**config.mk**
```make
export PLATFORM = sky130hd
export DESIGN_NAME = rs_dpi
export DESIGN_NICKNAME = d
export VERILOG_FILES = /design/src/rtl/rs_pkg.sv /design/src/rtl/rs_age_select.sv /design/src/rtl/rs_dpi.sv
export SDC_FILE = /design/constraint.sdc
export NUM_CORES = 2
export LEC_CHECK = 0
export CAP_MARGIN = 40
export CORE_MARGIN = 4
export CORE_UTILIZATION = 40
export CTS_CLUSTER_DIAMETER = 30
export DETAILED_ROUTE_END_ITERATION = 10
export SLEW_MARGIN = 30
export SYNTH_ARGS = -nofsm -noshare
export SYNTH_HDL_FRONTEND = slang
export SYNTH_HIERARCHICAL = 1
export SYNTH_SLANG_ARGS = --single-unit
```
**constraint.sdc**
```tcl
create_clock -name clk -period 8.1 [get_ports clk]
set_input_delay 1.215 -clock clk [delete_from_list [all_inputs] [get_ports clk]]
set_output_delay 1.215 -clock clk [all_outputs]
set_load 0.03 [all_outputs]
```
**src/rtl/rs_pkg.sv**
```systemverilog
// rs_pkg: shared entry/issue types and default widths for reservation stations
package rs_pkg;
  localparam int RS_PRN_W = 7;
  localparam int RS_ID_W = 6;
  typedef struct packed {
    logic valid;
    logic src_rdy;
    logic [RS_PRN_W-1:0] src_prn;
    logic [63:0] src_val;
    logic [31:0] inst;
    logic [63:0] pc;
    logic [RS_ID_W-1:0] inst_id;
    logic [RS_PRN_W-1:0] out_prn;
    logic out_prn_valid;
  } rs_entry_t;
  typedef struct packed {
    logic [31:0] inst;
    logic [63:0] pc;
    logic [63:0] op0;
    logic [RS_ID_W-1:0] inst_id;
    logic [RS_PRN_W-1:0] out_prn;
    logic out_prn_valid;
  } iss_bundle_t;
endpackage

```
**src/rtl/rs_age_select.sv**
```systemverilog
// rs_age_select: age matrix with oldest-requester one-hot grant
module rs_age_select #(
  parameter int DEPTH = 4
) (
  input  logic             clk,
  input  logic             rst,
  input  logic [DEPTH-1:0] alloc,
  input  logic [DEPTH-1:0] req,
  output logic [DEPTH-1:0] grant
);
  logic [DEPTH-1:0] older [DEPTH];
  // a newly allocated entry becomes younger than every other entry
  always_ff @(posedge clk) begin
    for (int i = 0; i < DEPTH; i++)
      for (int j = 0; j < DEPTH; j++)
        if (rst || i == j) older[i][j] <= 1'b0;
        else if (alloc[i]) older[i][j] <= 1'b0;
        else if (alloc[j]) older[i][j] <= 1'b1;
  end
  // grant a requester that no other requester is older than
  always_comb begin
    grant = req;
    for (int i = 0; i < DEPTH; i++)
      for (int j = 0; j < DEPTH; j++)
        if (j != i && req[j] && older[j][i]) grant[i] = 1'b0;
  end
endmodule

```
**src/rtl/rs_dpi.sv**
```systemverilog
// rs_dpi: DPI-unit reservation station; RS_DPI_WAKEUP_BYPASS_EN lets a broadcast entry issue on the same edge
module rs_dpi import rs_pkg::*; #(
  parameter int DEPTH = 4,
  parameter int PRN_W = RS_PRN_W,
  parameter int ID_W = RS_ID_W
) (
  input  logic             clk,
  input  logic             rst,
  input  logic             flush,
  input  logic             in_valid,
  output logic             in_ready,
  input  logic [31:0]      in_inst,
  input  logic [63:0]      in_pc,
  input  logic [ID_W-1:0]  in_inst_id,
  input  logic [PRN_W-1:0] in_src_prn,
  input  logic             in_src_rdy,
  input  logic [63:0]      in_src_val,
  input  logic [PRN_W-1:0] in_out_prn,
  input  logic             in_out_prn_valid,
  input  logic             cdb_valid,
  input  logic [PRN_W-1:0] cdb_prn,
  input  logic [63:0]      cdb_data,
  input  logic             fu_ready,
  output logic             iss_valid,
  output logic [31:0]      iss_inst,
  output logic [63:0]      iss_pc,
  output logic [63:0]      iss_op0,
  output logic [ID_W-1:0]  iss_inst_id,
  output logic [PRN_W-1:0] iss_out_prn,
  output logic             iss_out_prn_valid
);
  localparam int CW = $clog2(DEPTH + 1);
  rs_entry_t ent [DEPTH];
  iss_bundle_t iss_q, pick;
  logic [CW-1:0] count;
  logic [DEPTH-1:0] wake, req, grant, free_oh, alloc;
  logic do_alloc, do_iss, in_hit;
  assign in_ready = count < CW'(DEPTH);
  assign do_alloc = in_valid && in_ready && !flush;
  assign in_hit = cdb_valid && in_src_prn == cdb_prn;
  assign do_iss = fu_ready && |grant;
  assign alloc = do_alloc ? free_oh : '0;
  assign {iss_inst, iss_pc, iss_op0, iss_inst_id, iss_out_prn, iss_out_prn_valid} = iss_q;
  rs_age_select #(.DEPTH(DEPTH)) u_sel (.clk(clk), .rst(rst), .alloc(alloc), .req(req), .grant(grant));
  // wakeup matches, ready requests, lowest free slot and the granted bundle
  always_comb begin
    free_oh = '0;
    pick = '0;
    for (int i = DEPTH - 1; i >= 0; i--) begin
      wake[i] = ent[i].valid && !ent[i].src_rdy && cdb_valid && ent[i].src_prn == cdb_prn;
`ifdef RS_DPI_WAKEUP_BYPASS_EN
      req[i] = ent[i].valid && (ent[i].src_rdy || wake[i]);
`else
      req[i] = ent[i].valid && ent[i].src_rdy;
`endif
      if (!ent[i].valid) begin
        free_oh = '0;
        free_oh[i] = 1'b1;
      end
      if (grant[i])
        pick = '{inst: ent[i].inst, pc: ent[i].pc, op0: ent[i].src_rdy ? ent[i].src_val : cdb_data,
                 inst_id: ent[i].inst_id, out_prn: ent[i].out_prn, out_prn_valid: ent[i].out_prn_valid};
    end
  end
  // entry storage, issue register and occupancy; flush outranks everything but reset
  always_ff @(posedge clk) begin
    if (rst) begin
      for (int i = 0; i < DEPTH; i++) ent[i] <= '0;
      iss_q <= '0;
      iss_valid <= 1'b0;
      count <= '0;
    end else if (flush) begin
      for (int i = 0; i < DEPTH; i++) ent[i].valid <= 1'b0;
      iss_valid <= 1'b0;
      count <= '0;
    end else begin
      for (int i = 0; i < DEPTH; i++) begin
        if (wake[i]) begin
          ent[i].src_rdy <= 1'b1;
          ent[i].src_val <= cdb_data;
        end
        if (do_iss && grant[i]) ent[i].valid <= 1'b0;
        if (alloc[i])
          ent[i] <= '{valid: 1'b1, src_rdy: in_src_rdy || in_hit, src_prn: in_src_prn,
                      src_val: in_src_rdy ? in_src_val : cdb_data, inst: in_inst, pc: in_pc,
                      inst_id: in_inst_id, out_prn: in_out_prn, out_prn_valid: in_out_prn_valid};
      end
      iss_valid <= do_iss;
      if (do_iss) iss_q <= pick;
      count <= count + CW'(do_alloc) - CW'(do_iss);
    end
  end
endmodule

```
; ---- After elaboration in Yosys (flattened, before gate mapping)
; Memory sizes are Yosys's and may differ from the RTL's.
; Cells that the tools add are included.
[totals]
mem_count = 2
in_bits = 259
mem_bits_rw = 748
register_bits = 178
[mem_list]
columns = memory, depth, word_bits, rd, rd_clocked_by_memory_dff, write_ports, line
row1 = ent, 4, 183, 4, 0, 4, rs_dpi.sv:33  ; rs_entry_t ent [DEPTH];
row2 = u_sel.older, 4, 4, 4, 0, 4, rs_age_select.sv:11  ; logic [DEPTH-1:0] older [DEPTH];
[classes]
eq_ne = 5
n_reduce_logical = 45
bitwise_logic = 61
add_sub_neg = 2
magnitude_cmp = 1
mux = 183
[op_table]
columns = operator, n
row1 = 64-bit two-way mux, 13
row2 = 174-bit two-way mux, 4
row3 = 110-bit two-way mux, 4
row4 = 1-bit two-way mux, 153
row5 = 1-bit OR, 60
row6 = 1-bit logical AND, 36
row7 = 7-bit == test, 5
row8 = 7-bit two-way mux, 4
row9 = 4-bit two-way mux, 5
row10 = 1-bit zero test, 5
row11 = 4-bit OR reduction, 1
row12 = 3-bit by 1-bit adder with 3-bit output, 1
row13 = "3-bit less-than comparator, second input constant", 1
row14 = 3-bit by 1-bit subtractor with 3-bit output, 1
row15 = 2-bit AND reduction, 1
row16 = 2-bit OR reduction, 1
row17 = 1-bit logical OR, 1
row18 = 1-bit inverter, 1

; ---- Depth between registers and ports, before layout
; An unclocked memory read counts as a cell.
[logic_depth]
ltp_word = 15
ltp_mapped = 17
ltp_nobuf = 13

; ---- Cells and area by module
; The synthesis kept the hierarchy.
[by_module_without_submodules]
columns = mod, seq_area_each_um2, n_inst, area_per_inst_um2, cells_per_inst
row1 = rs_dpi, 25534.5, 1, 41728.8, 3518
row2 = rs_age_select, 360.3, 1, 628.1, 55

; ---- Worst setup path after synthesis
; No wires, ideal clock.
[synth_timing]
path_type = input port to flip-flop
startpoint = input port flush
endpoint = memory ent[3][110] (netlist bit), enable pin
cell_stages = 5
arrival_time_ns = 5.347
setup_slack_ns = 2.320
t_required_ns = 7.667
cell_sequence = or3b_1 -> buf_2 -> nor4b_4 -> or2_2 -> nand2b_1
[synth_rtl]
columns = item, line
row1 = start: declaration, rs_dpi.sv:9  ; input logic flush,
row2 = end: declaration, rs_dpi.sv:33

==> flow_metrics.env <==
export IMPL_outcome="complete, no violations"
export IMPL_dpl_hpwl_um=72000
export IMPL_port_buffers=434
export IMPL_synth_sequential_area_ratio_pct=61.1
export IMPL_mappedNetlistArea_um2=42400
export IMPL_r2r_end="ent[0][126]"
export IMPL_yosys_area_share_simple_pct=14.0
export IMPL_fillerInstances=8915
export IMPL_layout_drive_gt1_share_pct=14.1
export IMPL_wire_per_inst_um=23.2
export IMPL_drc=0
export IMPL_post_drt_via_cell_ratio=5.51
export IMPL_core_area_um2=105000
export IMPL_setup_viol=0
export IMPL_avgSynthCellArea_um2=11.9
export IMPL_dpl_cell_area_um2=48100
export IMPL_critPathMaxStageDelay_ns=0.70
export IMPL_synthXorXnorAreaFrac_pct=0.765
export IMPL_worst_path_max_fanout=39
export IMPL_area_growth_pct=31.6
export IMPL_clockBufferDepth=3
export IMPL_initial_core_util_pct=40.2
export IMPL_synth_fa_ha_area_share_pct=0.106
export IMPL_power_density_nw_per_um2=275
export IMPL_whs_ns=0.450
export IMPL_io_pins=435
export IMPL_netlist_instances=3573
export IMPL_startpoint_type="input port"
export IMPL_path_cells="clkdlybuf4s50_1 > or3b_1 > nor4b_4 > nand2b_1 > clkinv_2 > and2_2 > buf_4 > a22o_1"
export IMPL_dieArea_um2=111000
export IMPL_rsz0062_at_grt="no"
export IMPL_tightest_slew_ns=0.863
export IMPL_slowest_stage="and2_2"
export IMPL_final_cell_mix="743 x edfxtp_1, 433 x clkdlybuf4s50_1, 432 x a21oi_1"
export IMPL_cts_buffers=213
export IMPL_crit_cells=8
export IMPL_postCtsHoldBufs=0
export IMPL_grt_pass1_vias=31000
export IMPL_firstDrtPassIters=5
export IMPL_slew_headroom_pct=42.5
export IMPL_cts_root_buffer="clkbuf_16"
export IMPL_crit_type="in2reg"
export IMPL_r2r_start="ent[0][181]"
export IMPL_async_flop_share_pct=0
export IMPL_synth_nets=3835
export IMPL_grt_overflow_total=0
export IMPL_die_w_um=333
export IMPL_gp_congestion=0.752
export IMPL_ir_drop_v=0.000261
export IMPL_p_total_mw=15.4
export IMPL_synth_edf_count=743
export IMPL_cts_tree="done"
export IMPL_critPathLaunch="flush"
export IMPL_synth_compound_area_share_pct=14.3
export IMPL_placementRows=119
export IMPL_r2r_slack_ns=3.53
export IMPL_synth_area_mux_share_pct=6.45
export IMPL_cp_top_family="simple AND/OR/NAND/NOR gates"
export IMPL_cts_resized=0
export IMPL_final_common_cell="edfxtp_1"
export IMPL_cp_num_buf_inv=3
export IMPL_synth_distinct_cells=48
export IMPL_p_leak_nw=20.1
export IMPL_h_tree_depth=4
export IMPL_final_area_um2=55700
export IMPL_endpoint="ent[3][149]"
export IMPL_die_y_um=333
export IMPL_ff2ff_path_depth=10
export IMPL_cp_data_arrival_time_ns=5.29
export IMPL_fin_tns_setup_ns=0
export IMPL_grtUsageTotal_pct=22.5
export IMPL_slew_violations=0
export IMPL_grt_pass1_wl_um=193000
export IMPL_crit_required_ns=8.73
export IMPL_nNetsFinal=4230
export IMPL_worstSetupEndpointType="register"
export IMPL_clkTransAtPathRegs_ns=0.04
export IMPL_synth_top_family_by_area="compound AO/OA/AOI/OAI gates"
export IMPL_grt_max_degree=198
export IMPL_route_antenna_remaining_nets=0
export IMPL_vias=30700
export IMPL_ys_ff_latch=922
export IMPL_hold_path_class="reg2reg"
export IMPL_clock_sinks=922
export IMPL_initialDrtViolationCount=2320
export IMPL_wirelength_um=129000
export IMPL_finalCritPeriodShare_pct=57.6
export IMPL_synthFlopType="edfxtp_1"
export IMPL_cts_setup_buffers=0
export IMPL_yosys_warnings=6
export IMPL_finalCriticalPeriod_ns=4.67
export IMPL_hold_viol_final=0
export IMPL_finClkSkew_ns=0.0622
export IMPL_antenna_found_initial=23
export IMPL_drv_cap=0
export IMPL_fmax_ghz=0.214
export IMPL_clk_latency_ns=0.78
Yosys cell counts, types with 5 or more instances:
library cell / n / area, um^2
nor3b_1: 9 / 67.6
nor2_1: 11 / 41.3
nor4_1: 5 / 31.3
inv_1: 5 / 18.8
or3_1: 13 / 81.3
buf_1: 17 / 63.8
a221oi_1: 173 / 1520
a21oi_1: 432 / 2160
nand2b_1: 117 / 732
nor3_1: 115 / 576
xor2_1: 22 / 193
dfxtp_1: 179 / 3580
nand2_1: 331 / 1240
a22o_1: 128 / 1120
nor2b_1: 227 / 1420
clkbuf_1: 230 / 863
mux2i_1: 129 / 1290
buf_2: 72 / 360
edfxtp_1: 743 / 22300
o21ai_0: 66 / 330
a211oi_1: 110 / 826
or2_2: 8 / 50.1
and2_1: 246 / 1540
mux2_2: 128 / 1440
xnor2_1: 15 / 131
worst min-delay path by stage:
| stage | start | endpoint | slack [ns] | cells after the start |
|---|---|---|---|---|
| after CTS | iss_op0[50] | iss_op0[50] | 0.45 | 2 |
| after global placement | iss_op0[18] | iss_op0[18] | 0.44 | 2 |
| after floorplan | ent[0][8] | iss_inst_id[0] | 0.49 | 2 |
| after detailed placement | iss_op0[50] | iss_op0[50] | 0.45 | 2 |
| after global routing | iss_op0[44] | iss_op0[44] | 0.46 | 2 |
| final | iss_op0[38] | iss_op0[38] | 0.45 | 2 |
where the power goes:
part           internal, mW  leakage [nW]  switching (mW)  total [mW]
logic                 0.424          7.37           0.629        1.05
registers              5.40          9.13          0.0852        5.48
clock network          6.08          3.61            2.74        8.82
kinds of logic (layout without fill, tap and decap cells):
kind of cell | count (synthesis) | in the layout
other cells | 0 | 17
flops | 922 | 922
xor+xnor | 37 | 37
mux | 257 | 257
compound gates | 923 | 923
fa+ha+maj | 3 | 3
buf+inv | 331 | 918
simple gates | 1100 | 1100
worst reg2reg max path: cells and delay by family (launching register included):
| family | cells | cell delay (ns) |
|---|---|---|
| buffers and inverters | 2 | 1.33 |
| AO/OA/AOI/OAI | 4 | 1.06 |
| flip-flops | 1 | 0.79 |
| AND/OR/NAND/NOR | 4 | 1.09 |
layer usage:
| metal | GRT usage, % | wire length [um] |
|---|---|---|
| met4 | 6.86 | 2250 |
| met1 | 29.3 | 54700 |
| met3 | 5.48 | 9170 |
| met5 | 0 | 63 |
| met2 | 37.3 | 63100 |
through the flow:
stage                     std cells  worst slack (ns)  util, %
final                          5568              3.43     53.0
after floorplan                3573              2.32        -
after detailed placement       5141              2.60     45.7
after global placement         5122              2.14     45.2
after CTS                      5548              3.43     52.8
after global routing           5558              3.21     52.9
sequential cells by signal (all words and copies together) (netlist names):
| signal | flops |
|---|---|
| count | 3 |
| iss_valid | 1 |
| iss_op0 | 64 |
| u_sel/older | 12 |
| iss_out_prn | 7 |
| iss_inst_id | 6 |
| iss_inst | 32 |
| iss_pc | 64 |
| iss_out_prn_valid | 1 |
| ent | 732 |
cell type report:
| type | count | area, um^2 | share of cell area [%] |
|---|---|---|---|
| inverter | 5 | 20.0 | 0.0359 |
| antenna | 17 | 42.5 | 0.0763 |
| clock inverter | 138 | 1790 | 3.21 |
| tap | 1391 | 1740 | 3.12 |
| clock buffer | 269 | 5740 | 10.3 |
| sequential | 922 | 25900 | 46.5 |
| multi-input combinational | 2320 | 15200 | 27.3 |
| timing repair buffer | 506 | 5310 | 9.53 |
No activity file was read; power rests on OpenSTA's default activity.
